$ cat src/rtl/zion_rsp_skid_buf.sv
// ----------------------------------------------------------------------------
// zion_rsp_skid_buf
//
// Two-entry valid/ready register slice (skid buffer) feeding the enable/clear
// response DFF stage. Data, valid and ready are all registered, so there is no
// combinational feed-through in either direction. One beat per cycle is
// sustained while the downstream keeps iRdy high. When the downstream stalls,
// the skid register absorbs the one beat accepted while ready was still high.
//
// Optional feature macro: ZION_SKID_BUF_ERR_CHK_EN
//   When defined, adds the sticky oErr protocol checker. The checker flags
//   upstream valid being dropped, or upstream data changing, while stalled.
//
// Parameters:
//   WIDTH    - data width in bits
//   INI_DATA - value loaded into both data registers on rst / iClr
//
// Ports:
//   clk   in   clock, rising edge
//   rst   in   synchronous active-high reset
//   iClr  in   synchronous flush, returns the slice to its reset state
//   iVld  in   upstream valid
//   oRdy  out  upstream ready (registered)
//   iDat  in   upstream data
//   oVld  out  downstream valid (registered)
//   iRdy  in   downstream ready
//   oDat  out  downstream data, driven directly by the main register
//   oErr  out  sticky protocol error (only with ZION_SKID_BUF_ERR_CHK_EN)
// ----------------------------------------------------------------------------
module zion_rsp_skid_buf #(
    parameter int               WIDTH    = 8,
    parameter logic [WIDTH-1:0] INI_DATA = '0
) (
    input  logic             clk,
    input  logic             rst,
    input  logic             iClr,
    input  logic             iVld,
    output logic             oRdy,
    input  logic [WIDTH-1:0] iDat,
    output logic             oVld,
    input  logic             iRdy,
    output logic [WIDTH-1:0] oDat
`ifdef ZION_SKID_BUF_ERR_CHK_EN
    ,
    output logic             oErr
`endif
);

    typedef enum logic [1:0] {
        ST_EMPTY = 2'd0,
        ST_BUSY  = 2'd1,
        ST_FULL  = 2'd2
    } state_t;

    state_t           r_state;
    logic             r_vld;
    logic             r_rdy;
    logic [WIDTH-1:0] r_main;
    logic [WIDTH-1:0] r_skid;

    logic w_up;
    logic w_dn;
    logic w_flush;

    assign w_up    = iVld & r_rdy;
    assign w_dn    = r_vld & iRdy;
    assign w_flush = rst | iClr;

    // NOTE: reset is synchronous here, so it is only sampled inside the
    // clocked block and never appears in the sensitivity list.
    // NOTE: state is updated with non-blocking assignments only, so every
    // register sees the pre-edge values of its neighbours (main <= skid).
    always_ff @(posedge clk) begin
        if (w_flush) begin
            // NOTE: the data registers are deliberately reset; oDat must
            // show INI_DATA after reset or flush, not stale content.
            r_state <= ST_EMPTY;
            r_vld   <= 1'b0;
            r_rdy   <= 1'b1;
            r_main  <= INI_DATA;
            r_skid  <= INI_DATA;
        end else begin
            case (r_state)
                ST_EMPTY: begin
                    if (w_up) begin
                        r_main  <= iDat;
                        r_state <= ST_BUSY;
                        r_vld   <= 1'b1;
                        r_rdy   <= 1'b1;
                    end
                end
                ST_BUSY: begin
                    if (w_up && w_dn) begin
                        r_main <= iDat;
                    end else if (w_up) begin
                        // Downstream stalled on the same edge we accepted:
                        // park the new beat in the skid register.
                        r_skid  <= iDat;
                        r_state <= ST_FULL;
                        r_rdy   <= 1'b0;
                    end else if (w_dn) begin
                        r_state <= ST_EMPTY;
                        r_vld   <= 1'b0;
                    end
                end
                ST_FULL: begin
                    // No upstream accept is possible here since oRdy is low.
                    if (w_dn) begin
                        r_main  <= r_skid;
                        r_state <= ST_BUSY;
                        r_rdy   <= 1'b1;
                    end
                end
                default: begin
                    r_state <= ST_EMPTY;
                    r_vld   <= 1'b0;
                    r_rdy   <= 1'b1;
                end
            endcase
        end
    end

    assign oVld = r_vld;
    assign oRdy = r_rdy;
    assign oDat = r_main;

`ifdef ZION_SKID_BUF_ERR_CHK_EN
    // A stall is a cycle with iVld high while oRdy is low. The upstream must
    // then hold iVld and iDat unchanged into the following cycle.
    logic             r_stall;
    logic [WIDTH-1:0] r_stall_dat;
    logic             r_err;

    always_ff @(posedge clk) begin
        if (w_flush) begin
            r_stall     <= 1'b0;
            r_stall_dat <= INI_DATA;
            r_err       <= 1'b0;
        end else begin
            r_stall     <= iVld & ~r_rdy;
            r_stall_dat <= iDat;
            if (r_stall && (!iVld || (iDat != r_stall_dat))) begin
                r_err <= 1'b1;
            end
        end
    end

    assign oErr = r_err;
`endif

endmodule

$ cat config.mk
export PLATFORM = sky130hd
export DESIGN_NAME = zion_rsp_skid_buf
export DESIGN_NICKNAME = d
export VERILOG_FILES = /design/src/rtl/zion_rsp_skid_buf.sv
export SDC_FILE = /design/constraint.sdc
export NUM_CORES = 1
export LEC_CHECK = 0
export BUFFER_PORTS_ARGS = -buffer_cell sky130_fd_sc_hd__buf_2
export CAP_MARGIN = 10
export CORE_MARGIN = 1
export CORE_UTILIZATION = 52
export CTS_CLUSTER_SIZE = 20
export DETAILED_ROUTE_END_ITERATION = 7
export GPL_TIMING_DRIVEN = 0
export PLACE_DENSITY = 0.78
export SETUP_SLACK_MARGIN = 0.3
export SLEW_MARGIN = 10
export SYNTH_ARGS = -nofsm -noshare
export SYNTH_HDL_FRONTEND = slang
export SYNTH_SLANG_ARGS = --single-unit
$ cat constraint.sdc
create_clock -name clk -period 1.9 [get_ports clk]
set_input_delay 0 -clock clk [delete_from_list [all_inputs] [get_ports clk]]
set_output_delay 0 -clock clk [all_outputs]
set_load 0.01 [all_outputs]
== After elaboration in Yosys (flattened, before gate mapping) ==
Index checks and enable logic that the tools add are counted.
Word-level totals
  bits in registers: 20
  input port bits: 13
  output and inout port bits: 10
Cells by class
  equal/unequal tests: 10
  multiplexer cells: 19
  bitwise operators: 5
  reduce and logical (&&, ||, !) cells: 8
Operator list (count)
  two-way mux 8 bit: 3
  case mux 8 bit (3 select lines): 1
  inequality test 2 bit, second input constant: 7
  AND reduction 4 bit: 3
  two-way mux 2 bit: 5
  two-way mux 1 bit: 7
  case mux 1 bit (3 select lines): 2
  case mux 2 bit (3 select lines): 1
  AND reduction 5 bit: 1
  inequality test 3 bit, second input constant: 1
  AND reduction 3 bit: 1
  nonzero test 3 bit: 1
  bitwise AND 1 bit: 2
  == test 2 x 1 -> 1 bit, second input constant: 1
  == test 2 bit, second input constant: 1
  logical NOT 2 bit: 1
  NOT 1 bit: 2
  logical AND 1 bit: 1
  bitwise OR 1 bit: 1

== Logic depth before layout (Yosys ltp) ==
  depth in word-level cells: 5
  mapped depth: 5
  depth with buffers taken out: 3

== Least setup slack after synthesis ==
No wires, ideal clock.
  path kind: register -> register
  start point: register r_vld (netlist: oVld)
  end point: register r_main[2] (netlist: oDat[2])
  arrival: 1.301 ns
  data required time: 1.762 ns
  slack: 0.462 ns
  stages on the path, launching flop included: 6
  buffers on the path: 2
  cell sequence: dfxtp_1 buf_2 and4b_1 buf_2 a2111oi_1 a211oi_2
Between the ends
  word-level cells in the longest chain between the ends: 4
  elaborated cells between the ends (all ways): 5
RTL lines
  start, declared: RTL line 56  | logic r_vld;
  start signal, assigned: RTL line 78  | r_vld <= 1'b0;
  start signal, assigned: RTL line 88  | r_vld <= 1'b1;
  start signal, assigned: RTL line 103  | r_vld <= 1'b0;
  bitwise AND 1 bit (*): RTL line 66  | assign w_dn = r_vld & iRdy;
  logical AND 1 bit: RTL line 93  | if (w_up && w_dn) begin
  inequality test 2 bit (no line)
  AND reduction 4 bit (no line) (*)
  end signal, assigned: RTL line 86  | r_main <= iDat;
  end signal, assigned: RTL line 94  | r_main <= iDat;
  end signal, assigned: RTL line 109  | r_main <= r_skid;
  end, declared: RTL line 58  | logic [WIDTH-1:0] r_main;
Mark *: on every way between the ends. The rest lies on a longest branch, timed or not.
A chain may end at the register's enable or synchronous reset.

== Worst setup path in the final report ==
  start point: register r_state[0]
  end point: register r_main[3] (netlist: oDat[3])
Between the ends
  word-level cells in the longest chain between the ends: 3
  elaborated cells between the ends (all ways): 9
RTL lines
  start, declared: RTL line 55  | state_t r_state;
  start signal, assigned: RTL line 77  | r_state <= ST_EMPTY;
  start signal, assigned: RTL line 87  | r_state <= ST_BUSY;
  start signal, assigned: RTL line 99  | r_state <= ST_FULL;
  == test 2 x 1 -> 1 bit, or another cell as far along: RTL line 83  | case (r_state)
  inequality test 2 bit (no line) / nonzero test 3 bit (equally long branches)
  AND reduction 4 bit (no line)
Parallel ways exist; a longest one is shown, timed or not.

==> out/qor.txt <==
status: finished clean
TNS Setup: 0 ns
grt ovf: 0
Yosys top cell by area: dfxtp_1
remaining antenna violation count: 0
GP Congestion: 0.7875
Hold Crit Endpoint: r_state[0]
DR WL/cell: 15.01 um
Crit Path Class: reg -> reg
FF-to-FF Start: r_state[0]
Synth top area share: 0.3879
Clock Path Buffers: 2
R2R setup slack: 0.35 ns
Hold Path Class: in -> reg
layout net count: 159
layout cell share with drive strength beyond 1: 0.2552
CTS tree: yes
ant diodes: 0
final hold vios: 0
Worst-Margin Slew: 0.4671 ns
Die ar.: 0.002167 mm^2
first-pass detailed-route iteration total: 4
Hold Path Cell Cnt: 3
first-pass GRT wire length: 3953 um
number of flops mapped to enable cells by yosys: 0
Starting Density: 0.5729
Fmax achieved: 643.2 MHz
worst r2r dst: oDat[3]
synth warn: 0
post-synthesis sequential area ratio: 0.3879
r2r worst-path depth: 4
initial antenna violation count: 0
Die Wd: 46.56 um
main flop type after synthesis: dfxtp_1
largest net degree at the start of global routing: 13
DR vias/cell: 5.982
Synth Instances: 109
most common cell in the netlist: dfxtp_1
Reg clk slew, reported paths: 0.13 ns
element type at the critical path end: flop
max-cap viol count: 0
I/O pins: 23
CTS root buf: clkbuf_4
synth cell count leaders: 20 x dfxtp_1, 11 x a21oi_1, 9 x nand4_1
worst skew pair latency: 0.31 ns
syn_area_per_cell: 9.470 um^2
initial DRC count: 22
I/O Buffers: 21
DRC: 0
Synth async-reset ratio: 0
min Tclk post-route: 1.555 ns
Worst VDD drop: 482.0 uV
Slew Viols, Final: 0
RSZ-0062 raised after global routing: true
vias in the first global route: 871
Place WS: 0.3680 ns
num rows: 15
area of the mapped netlist: 0.001032 mm^2
Setup-failing EPs final: 0
total track usage: 0.2576
area growth from synthesis to layout: 29.45%
total leakage power: 0.5719 nW
CP Max Fanout: 10
hold path start: iVld
routed vias: 1017
count of cell types in the netlist: 31
Critical Path AT: 1.75 ns
Worst Hold Margin: 0.01223 ns
Critical Path RT: 2.10 ns
Critical Path Start Type: flop
CTS sink cnt: 20
Pwr per Cell Area: 709.6 mW/mm^2
Final period util: 0.8183
Placed Cells: 155
final worst setup slack: 0.3453 ns
Layout Cells excl Fill: 170
Area contributors post-synth: dfxtp_1 39%, mux2i_1 7.8%, o31ai_1 5.8%
Total Wirelength: 2551 um
die height: 46.56 um
clock skew: 0.006356 ns
Mapped Nets: 122
total CTS buffers: 3
H-tree depth: 1
Max-Slew Margin vs Limit: 0.6886
hpwl dp: 1665 um
core box area: 0.001802 mm^2
synthesized flop and latch total: 20
flip-flops by register name (all words and copies together), names as in the netlist:
| register | count |
|---|---|
| oDat | 8 |
| r_skid | 8 |
| r_state | 2 |
| oRdy | 1 |
| oVld | 1 |
how the worst max path moves through the flow:
stage               startpoint  slack, ns      end  cells past startpoint
floorplan                 oVld       0.46  oDat[2]                      5
global placement    r_state[0]       0.41  oDat[2]                      4
detailed placement  r_state[0]       0.37  oDat[3]                      4
CTS                 r_state[0]       0.34  oDat[3]                      4
global route        r_state[0]       0.28  oDat[3]                      4
finish              r_state[0]       0.35  oDat[3]                      4
report_power, final:
part	switching [W]	total (W)	internal, W
clock	0.000147	0.000360	0.000213
combinational	0.0000786	0.000147	0.0000689
sequential	0.00000797	0.000441	0.000433
final cells by class:
class	count	area, um^2
clock inverters	1	30.03
fillers	144	465.4
inverters	3	11.26
flip-flops and latches	20	400.4
plain buffers	12	65.06
multi-input cells	74	560.5
well taps	25	31.28
repair buffers	32	215.2
clock buffers	3	22.52
through the flow:
stage / area (um^2) / utilization / power (W)
floorplan: 1032 / - / 0.0005327
global placement: 1169 / 0.6486 / 0.0005732
detailed placement: 1169 / 0.6486 / 0.0005773
CTS: 1331 / 0.7389 / 0.0009397
global route: 1336 / 0.7417 / 0.0009752
finish: 1336 / 0.7417 / 0.0009482
cell usage in the layout (no fill, tap or decap):
| cell type | n |
|---|---|
| a2111oi_0 | 6 |
| a2111oi_1 | 2 |
| a211o_1 | 1 |
| a211o_4 | 1 |
| a211oi_1 | 7 |
| a211oi_2 | 2 |
| a21bo_2 | 1 |
| a21boi_2 | 1 |
| a21o_1 | 1 |
| a21oi_1 | 11 |
| a221oi_1 | 1 |
| and3b_1 | 1 |
| and4_1 | 1 |
| and4b_1 | 1 |
| buf_1 | 1 |
| buf_2 | 24 |
| buf_6 | 2 |
| bufinv_16 | 1 |
| clkbuf_1 | 5 |
| clkbuf_2 | 1 |
| clkbuf_4 | 3 |
| dfxtp_1 | 20 |
| dlygate4sd3_1 | 11 |
| inv_1 | 3 |
| mux2i_1 | 8 |
| nand2_1 | 2 |
| nand2b_1 | 2 |
| nand4_1 | 9 |
| nor2_1 | 2 |
| nor2b_1 | 1 |
| nor4bb_1 | 1 |
| o21ai_0 | 2 |
| o21bai_1 | 1 |
| o31ai_1 | 8 |
| or2_2 | 1 |
critical path: stages, from the launching register on:
cell	delay [ns]
dfxtp_1	0.47
and4b_1	0.25
buf_2	0.18
a2111oi_1	0.47
a211oi_2	0.08
logic make-up after synthesis:
group                  count (synthesis)  share of synthesized area
buffers and inverters                 15                    0.07272
DFF                                   20                     0.3879
muxes                                  8                    0.07758
AOI/OAI and AO/OA                     45                     0.3321
and+or+nand+nor                       21                     0.1297
what timing repair did:
action	4_1_cts	5_1_grt
gates resized for setup	0	3
hold buffers	11	0
endpoints found under the setup margin	0	17
hold endpoints to repair	11	0
setup buffers	0	0
metal layers:
metal / share of wire / wire, um / track usage / vias to the layer above
li1: - / - / - / 501
met1: 0.44 / 1129 / 0.3460 / 478
met2: 0.49 / 1261 / 0.4250 / 33
met3: 0.052 / 133 / 0.03529 / 5
met4: 0.010 / 26 / 0.07059 / 0
met5: 0 / 0 / 0 / -
No activity file was read; power rests on OpenSTA's default activity.
